==> config.mk <==
export PLATFORM = sky130hd
export DESIGN_NAME = read_pointer
export DESIGN_NICKNAME = d
export VERILOG_FILES = /design/src/rtl/async_fifo_pkg.sv /design/src/rtl/gray_counter.sv /design/src/rtl/read_pointer.sv
export SDC_FILE = /design/constraint.sdc
export NUM_CORES = 1
export LEC_CHECK = 0
export CAP_MARGIN = 20
export CORE_AREA = 2 2 39 41
export CTS_CLUSTER_SIZE = 8
export DETAILED_ROUTE_END_ITERATION = 10
export DIE_AREA = 0 0 41 43
export GPL_TIMING_DRIVEN = 0
export HOLD_SLACK_MARGIN = 0.1
export PLACE_DENSITY_LB_ADDON = 0.12
export SYNTH_ARGS = -nofsm -noshare
export SYNTH_HDL_FRONTEND = slang
export SYNTH_SLANG_ARGS = --single-unit
export TNS_END_PERCENT = 20
==> constraint.sdc <==
create_clock -name clk -period 2.2 [get_ports clk]
set_clock_uncertainty 0.15 [all_clocks]
set_input_delay 0.33 -clock clk [delete_from_list [all_inputs] [get_ports clk]]
set_output_delay 0.33 -clock clk [all_outputs]
set_load 0.02 [all_outputs]
==> src/rtl/async_fifo_pkg.sv <==
// Shared async FIFO helpers: Gray/binary conversion and default pointer sizes.
// The conversion functions work on a wide vector; callers zero-extend their
// WIDTH-bit pointer into ptr_vec_t and cast the result back to WIDTH bits.
package async_fifo_pkg;

    localparam int ADDBITS_DEF = 2;
    localparam int WIDTH_DEF   = ADDBITS_DEF + 1;
    localparam int PTR_MAX_W   = 32;

    typedef logic [PTR_MAX_W-1:0] ptr_vec_t;

    function automatic ptr_vec_t bin2gray(input ptr_vec_t b);
        return b ^ (b >> 1);
    endfunction

    // Each binary bit is the XOR of all Gray bits at or above it.
    function automatic ptr_vec_t gray2bin(input ptr_vec_t g);
        ptr_vec_t b;
        b = g;
        for (int i = 1; i < PTR_MAX_W; i++) begin
            b = b ^ (g >> i);
        end
        return b;
    endfunction

endpackage

==> src/rtl/gray_counter.sv <==
// Binary/Gray pointer counter shared by both FIFO sides. Holds the binary and
// Gray pointer registers and exposes the Gray value it is about to load.
module gray_counter
    import async_fifo_pkg::*;
#(
    parameter int WIDTH = WIDTH_DEF
) (
    input  logic             clk,
    input  logic             rst,
    input  logic             enable,
    output logic [WIDTH-1:0] bin,
    output logic [WIDTH-1:0] gray,
    output logic [WIDTH-1:0] gray_next
);

    logic [WIDTH-1:0] bin_q, bin_d;
    logic [WIDTH-1:0] gray_q, gray_d;

    // Advance the binary pointer on enable (wraps modulo 2^WIDTH) and derive its Gray code.
    always_comb begin
        bin_d = bin_q;
        if (enable) begin
            bin_d = bin_q + WIDTH'(1);
        end
        gray_d    = WIDTH'(bin2gray(ptr_vec_t'(bin_d)));
        gray_next = gray_d;
    end

    // Pointer registers, cleared asynchronously.
    always_ff @(posedge clk or negedge rst) begin
        if (!rst) begin
            bin_q  <= '0;
            gray_q <= '0;
        end else begin
            bin_q  <= bin_d;
            gray_q <= gray_d;
        end
    end

    assign bin  = bin_q;
    assign gray = gray_q;

endmodule

==> src/rtl/read_pointer.sv <==
// Read-side pointer and empty flag for the async FIFO (read clock domain).
// Optional fill level / almost-empty outputs are built when RPTR_LEVEL_EN is
// defined; without it those ports and the level logic do not exist.
module read_pointer
    import async_fifo_pkg::*;
#(
    parameter int ADDBITS = ADDBITS_DEF,
    parameter int WIDTH   = ADDBITS + 1
`ifdef RPTR_LEVEL_EN
    ,
    parameter int AE_THRESH = 1
`endif
) (
    input  logic               clk,
    input  logic               rst,
    input  logic               count,
    input  logic [WIDTH-1:0]   wpointer,
    output logic [WIDTH-1:0]   rpointer,
    output logic [ADDBITS-1:0] raddr,
    output logic               empty
`ifdef RPTR_LEVEL_EN
    ,
    output logic [WIDTH-1:0]   rlevel,
    output logic               almost_empty
`endif
);

    logic             enable;
    logic [WIDTH-1:0] rbin;
    logic [WIDTH-1:0] gray_next;
    logic             empty_q, empty_d;

    // A read request while empty is dropped: the pointer simply does not move.
    assign enable = count & ~empty_q;

    gray_counter #(
        .WIDTH (WIDTH)
    ) u_rd_ctr (
        .clk       (clk),
        .rst       (rst),
        .enable    (enable),
        .bin       (rbin),
        .gray      (rpointer),
        .gray_next (gray_next)
    );

    assign raddr = rbin[ADDBITS-1:0];
    assign empty = empty_q;

    // Empty when the pointer we are about to hold equals the synchronized write pointer.
    always_comb begin
        empty_d = (gray_next == wpointer);
    end

    // Empty flag register; comes out of reset empty.
    always_ff @(posedge clk or negedge rst) begin
        if (!rst) begin
            empty_q <= 1'b1;
        end else begin
            empty_q <= empty_d;
        end
    end

`ifdef RPTR_LEVEL_EN
    logic [WIDTH-1:0] wbin;
    logic [WIDTH-1:0] rbin_next;
    logic [WIDTH-1:0] rlevel_q, rlevel_d;
    logic             almost_empty_q, almost_empty_d;

    // Fill level against the next read pointer; modulo arithmetic absorbs the wrap bit.
    always_comb begin
        wbin           = WIDTH'(gray2bin(ptr_vec_t'(wpointer)));
        rbin_next      = rbin + WIDTH'(enable);
        rlevel_d       = wbin - rbin_next;
        almost_empty_d = (rlevel_d <= WIDTH'(AE_THRESH));
    end

    // Level and almost-empty registers; reset to an empty FIFO.
    always_ff @(posedge clk or negedge rst) begin
        if (!rst) begin
            rlevel_q       <= '0;
            almost_empty_q <= 1'b1;
        end else begin
            rlevel_q       <= rlevel_d;
            almost_empty_q <= almost_empty_d;
        end
    end

    assign rlevel       = rlevel_q;
    assign almost_empty = almost_empty_q;
`else
    // Without the level logic the wrap bit of the binary pointer has no reader here.
    logic rbin_wrap_unused;
    assign rbin_wrap_unused = rbin[ADDBITS];
`endif

endmodule
Word-level counts from Yosys, hierarchy flattened --
Index checks and enable logic that the tools add are counted.
Word-level totals: logic and storage cells 9, register bits 7, output and inout port bits 6
Cells by class: bitwise logic cells 3, eq/ne operators 1, add/sub/neg operators 1, multiplexer cells 1
Operators with widths (count):
- 3-bit by 1-bit adder with 3-bit output, second input constant | 1
- 3-bit equality test | 1
- 3-bit 2-to-1 mux | 1
- 3-bit by 2-bit XOR with 3-bit output | 1
- 1-bit AND | 1
- 1-bit NOT | 1

Depth between registers and ports, before layout --
Gate-level depths: netlist of run 1.
depth in word-level cells 5, gate-level depth with buffers 5, mapped depth without buffers 5

Cells and area by module --
A second synthesis of run 1 with hierarchy kept.
Unflattened totals: cell total of the unflattened synthesis 24, area, all modules 294.0 um^2
By module, submodules not included:
- gray_counter | area each 225.2 um^2, instances 1, cells each 18
- read_pointer | area each 68.8 um^2, instances 1, cells each 6

Worst setup path after synthesis of run 1 --
Ideal clock, no wire load.
path kind register -> register, from reg u_rd_ctr.bin_q[0], in the netlist u_rd_ctr.bin[0], to reg empty_q, in the netlist empty, slack 367 ps, required time 1977 ps, cell stages (with the launch flop) 6, period minus slack after synthesis 1833 ps, arrival time 1610 ps, cell sequence dfrtp_1 ha_1 nand3b_4 xnor2_2 or4_1 a21oi_1
On the way: cells in the longest elaborated chain, start to end 4
Ends and longest elaborated chain:
- from (decl) | line gray_counter.sv:16 | logic [WIDTH-1:0] bin_q, bin_d;
- from (signal assigned) | line gray_counter.sv:35 | bin_q <= bin_d;
- 3-bit by 1-bit adder with 3-bit output | line gray_counter.sv:23 | bin_d = bin_q + WIDTH'(1);
- 3-bit 2-to-1 mux | line gray_counter.sv:22 | if (enable) begin
- 3-bit by 2-bit XOR with 3-bit output | line async_fifo_pkg.sv:13 | return b ^ (b >> 1);
- named net gray_next[2] | line read_pointer.sv:30 | logic [WIDTH-1:0] gray_next;
- 3-bit equality test | line read_pointer.sv:52 | empty_d = (gray_next == wpointer);
- named net empty_d | line read_pointer.sv:31 | logic empty_q, empty_d;
- to (signal assigned) | line read_pointer.sv:60 | empty_q <= empty_d;
- to (decl) | line read_pointer.sv:31
The timed path passes the listed nets, and every way through them passes these cells.

Worst setup path in the final report of run 1 --
from reg empty_q, in the netlist empty, to out empty
RTL lines:
- to (decl) | line read_pointer.sv:20 | output logic empty
No word-level cell between the ends.

==> results_dict.tcl, run 1 <==
set metrics [dict create \
    setup_total_negative_slack_ns 0 \
    synthesis.area_um2 339.1 \
    fin_crit_sh 0.8518 \
    start_util 0.2450 \
    cp_top_family "buffers and inverters" \
    netlist_instances 26 \
    critical_path.reg2reg.startpoint "u_rd_ctr.bin[0]" \
    die-area_mm2 0.001763 \
    comb_power_share 0.570 \
    vias 247 \
    fin_util 0.3580 \
    insertedDiodeCount 0 \
    placement.setup.worst_slack_ns 0.1555 \
    clock_sinks 6 \
    vias_in_the_first_global_route 261 \
    detailed_place_hpwl_um 486.7 \
    cts.reportedPaths.clkPinSlew_ns 0.05 \
    route.antenna.remaining_nets 0 \
    slowest_stage "clkdlybuf4s50_1" \
    timing_max_transition_violations_final 0 \
    final_period_minus_worst_setup_slack_ns 1.874 \
    ctsLongestPathBuffers 2 \
    max-slew-margin-rel 0.8154 \
    critical_setup_path_class "reg -> out" \
    height_of_the_chip_um 43 \
    timing.hold.worst.class "in -> async" \
    irDropWorstVdd_v 0.0004949 \
    r2r_cells 5 \
    critical_path.reg2reg.endpoint "empty" \
    worst_setup_path_end_kind "output port" \
    initial_antenna_violation_count 0 \
    yosysWarningCount 0 \
    top_level_ports 12 \
    net_count_after_synthesis 33 \
    design.final.nets 49 \
    whs_ns 0.1692 \
    instances_no_fill 57 \
    cp_data_arrival_time_ns 1.39 \
    sw_frac_of_total 0.3793 \
    share_clk_of_total_power 0.149 \
    buffer_ports.inserted 11 \
    final_layout_size_suffix_gt1_frac 0.1951 \
    status "finished clean" \
    synth-seq-area-share 0.4465 \
    first_iter_violations 3 \
    number_of_fill_cells 136 \
    cts-htree-levels 1 \
    clock_tree_from_tritoncts "built" \
    post-synth-top-area-fraction 0.3690 \
    holdBufCountCts 0 \
    pwr_density_cell_mw_per_mm2 1577 \
    max_freq_ghz 0.5336 \
    drt-pass1-iter-count 4 \
    core-area_mm2 0.001384 \
    chipWidth_um 41 \
    cts_inserted_buffers 3 \
    grt_start_max_net_pins 7 \
    slew_of_the_pin_with_the_lowest_slew_margin_ns 0.2760 \
    synth_top_cells_by_area "dfrtp_1 (37%), dfstp_2 (7.7%), nand2b_1 (7.4%), xnor3_1 (6.6%), nand3b_4 (5.9%)" \
    global_route.overflow_total 0 \
    insertion_delay_ns 0.25 \
    wire_length_of_the_first_global_routing_pass_mm 1.110 \
    start_kind "flip-flop" \
    average_footprint_of_a_synthesized_cell_um2 13.04 \
    cp.required_ns 1.72 \
    post-route-worst-setup-slack_ns 0.3260 \
    timing.critical_path.buf_inv 1 \
    gp_routability_congestion 0.6814 \
    rsz0062_at_grt "no" \
    power_internal_uw 485.1 \
    critPathMaxFanout 4 \
    route.detailed.drc 0 \
    synth_area_leader_cell "dfrtp_1" \
    max_stage_delay_ns 0.60 \
    crit_path_cell_chain "clkdlybuf4s50_1" \
    ys_ff_latch 6 \
    cts_setup_buffers 0 \
    yosys.cell_types.count 16 \
    ctsResizeCount 0 \
    cts.root.buffer_cell "clkbuf_4" \
    placed_cells_incl_taps 53 \
    grt_use_total 0.1030 \
    avgViaCountPerCell 4.333 \
    max_cap_violations 0 \
    hold_viol 0 \
    setup.reg_to_reg.worst_slack_ns 0.39 \
    netSwitchingPower_uw 296.4 \
    p_r_area_growth_vs_syn_pct 46.13 \
    routedWlPerCell_um 11.19 \
    seqPwrFrac 0.281 \
    number_of_standard_cell_rows_in_the_floorplan 14 \
    totalWireLength_um 638 \
    p_leak_uw 0.0002132 \
    setup-violations-final 0 \
]
sequential cells by signal (all words and copies together), names as in the netlist:
register       flops
empty              1
u_rd_ctr.gray      2
u_rd_ctr.bin       3
logic make-up after synthesis:
| family | count (synthesis) | share of synthesized area |
|---|---|---|
| muxes | 1 | 0.03321 |
| adders and majority gates | 1 | 0.03689 |
| DFF | 6 | 0.4465 |
| xor gates and xnor gates | 5 | 0.1919 |
| AOI/OAI and AO/OA | 5 | 0.08856 |
| and+or+nand+nor | 8 | 0.2030 |
routing by layer:
metal,up-vias,track usage,share of wire
met5,-,0,0
met4,0,0.1000,0
met3,0,0.05236,0.092
met2,12,0.1313,0.48
met1,114,0.1148,0.42
li1,121,-,-
stage by stage:
stage	total power [uW]	area, um^2
detailed placement	671.5	469.2
global placement	673.6	469.2
global route	854.2	495.5
finish	781.5	495.5
floorplan	514.6	339.1
CTS	793.0	495.5
how the worst max path moves through the flow:
stage / depth (start not counted) / startpoint / endpoint / slack (ns)
after floorplan: 5 / u_rd_ctr.bin[0] / empty / 0.37
after global placement: 5 / count / empty / 0.16
after detailed placement: 5 / count / empty / 0.16
after CTS: 1 / empty / empty / 0.31
after global routing: 1 / empty / empty / 0.27
final: 1 / empty / empty / 0.33
power groups by stage:
stage	clock network [uW]	logic (uW)	registers, uW
after global placement	0	450	224
after CTS	120	450	222
after detailed placement	0	448	224
after global routing	133	489	233
after floorplan	0	233	281
final	117	445	220
layout make-up:
type | count | area [um^2] | share of cell area
well taps | 16 | 20.02 | 0.04040
repair buffers | 11 | 110.1 | 0.2222
flip-flops and latches | 6 | 151.4 | 0.3056
multi-input cells | 20 | 187.7 | 0.3788
clock buffers | 4 | 26.28 | 0.05303
layout by cell type, fill, tap and decap left out:
cell type,count
xnor2_2,1
xnor2_1,2
dfstp_2,1
clkbuf_4,3
a21boi_1,1
clkdlybuf4s50_1,11
nand2b_1,4
clkbuf_1,1
mux2_2,1
o211ai_1,1
nand3b_4,1
a21oi_1,3
ha_1,1
xor2_1,1
xnor3_1,1
dfrtp_1,5
nand2b_2,1
or4_1,1
nor3b_1,1
cell usage after synthesis:
cell type,count
xnor3_1,1
o211ai_1,1
or4_1,1
xnor2_1,2
ha_1,1
nand3b_4,1
nor3b_1,1
nand2b_1,4
mux2_2,1
xor2_1,1
a21boi_1,1
nand2b_2,1
dfrtp_1,5
xnor2_2,1
dfstp_2,1
a21oi_1,3
Power figures use the tool's default switching activity.
==> inputs of run 2 (changes only) <==
- SLEW_MARGIN: unset -> 20
==> results of run 2 <==
No change in the layout: final DEF, timing and power equal those of run 1.
==> inputs of run 3 (changes only) <==
- GPL_ROUTABILITY_DRIVEN: unset -> 0
==> results of run 3 <==
No change in the layout: final DEF, timing and power equal those of run 1.
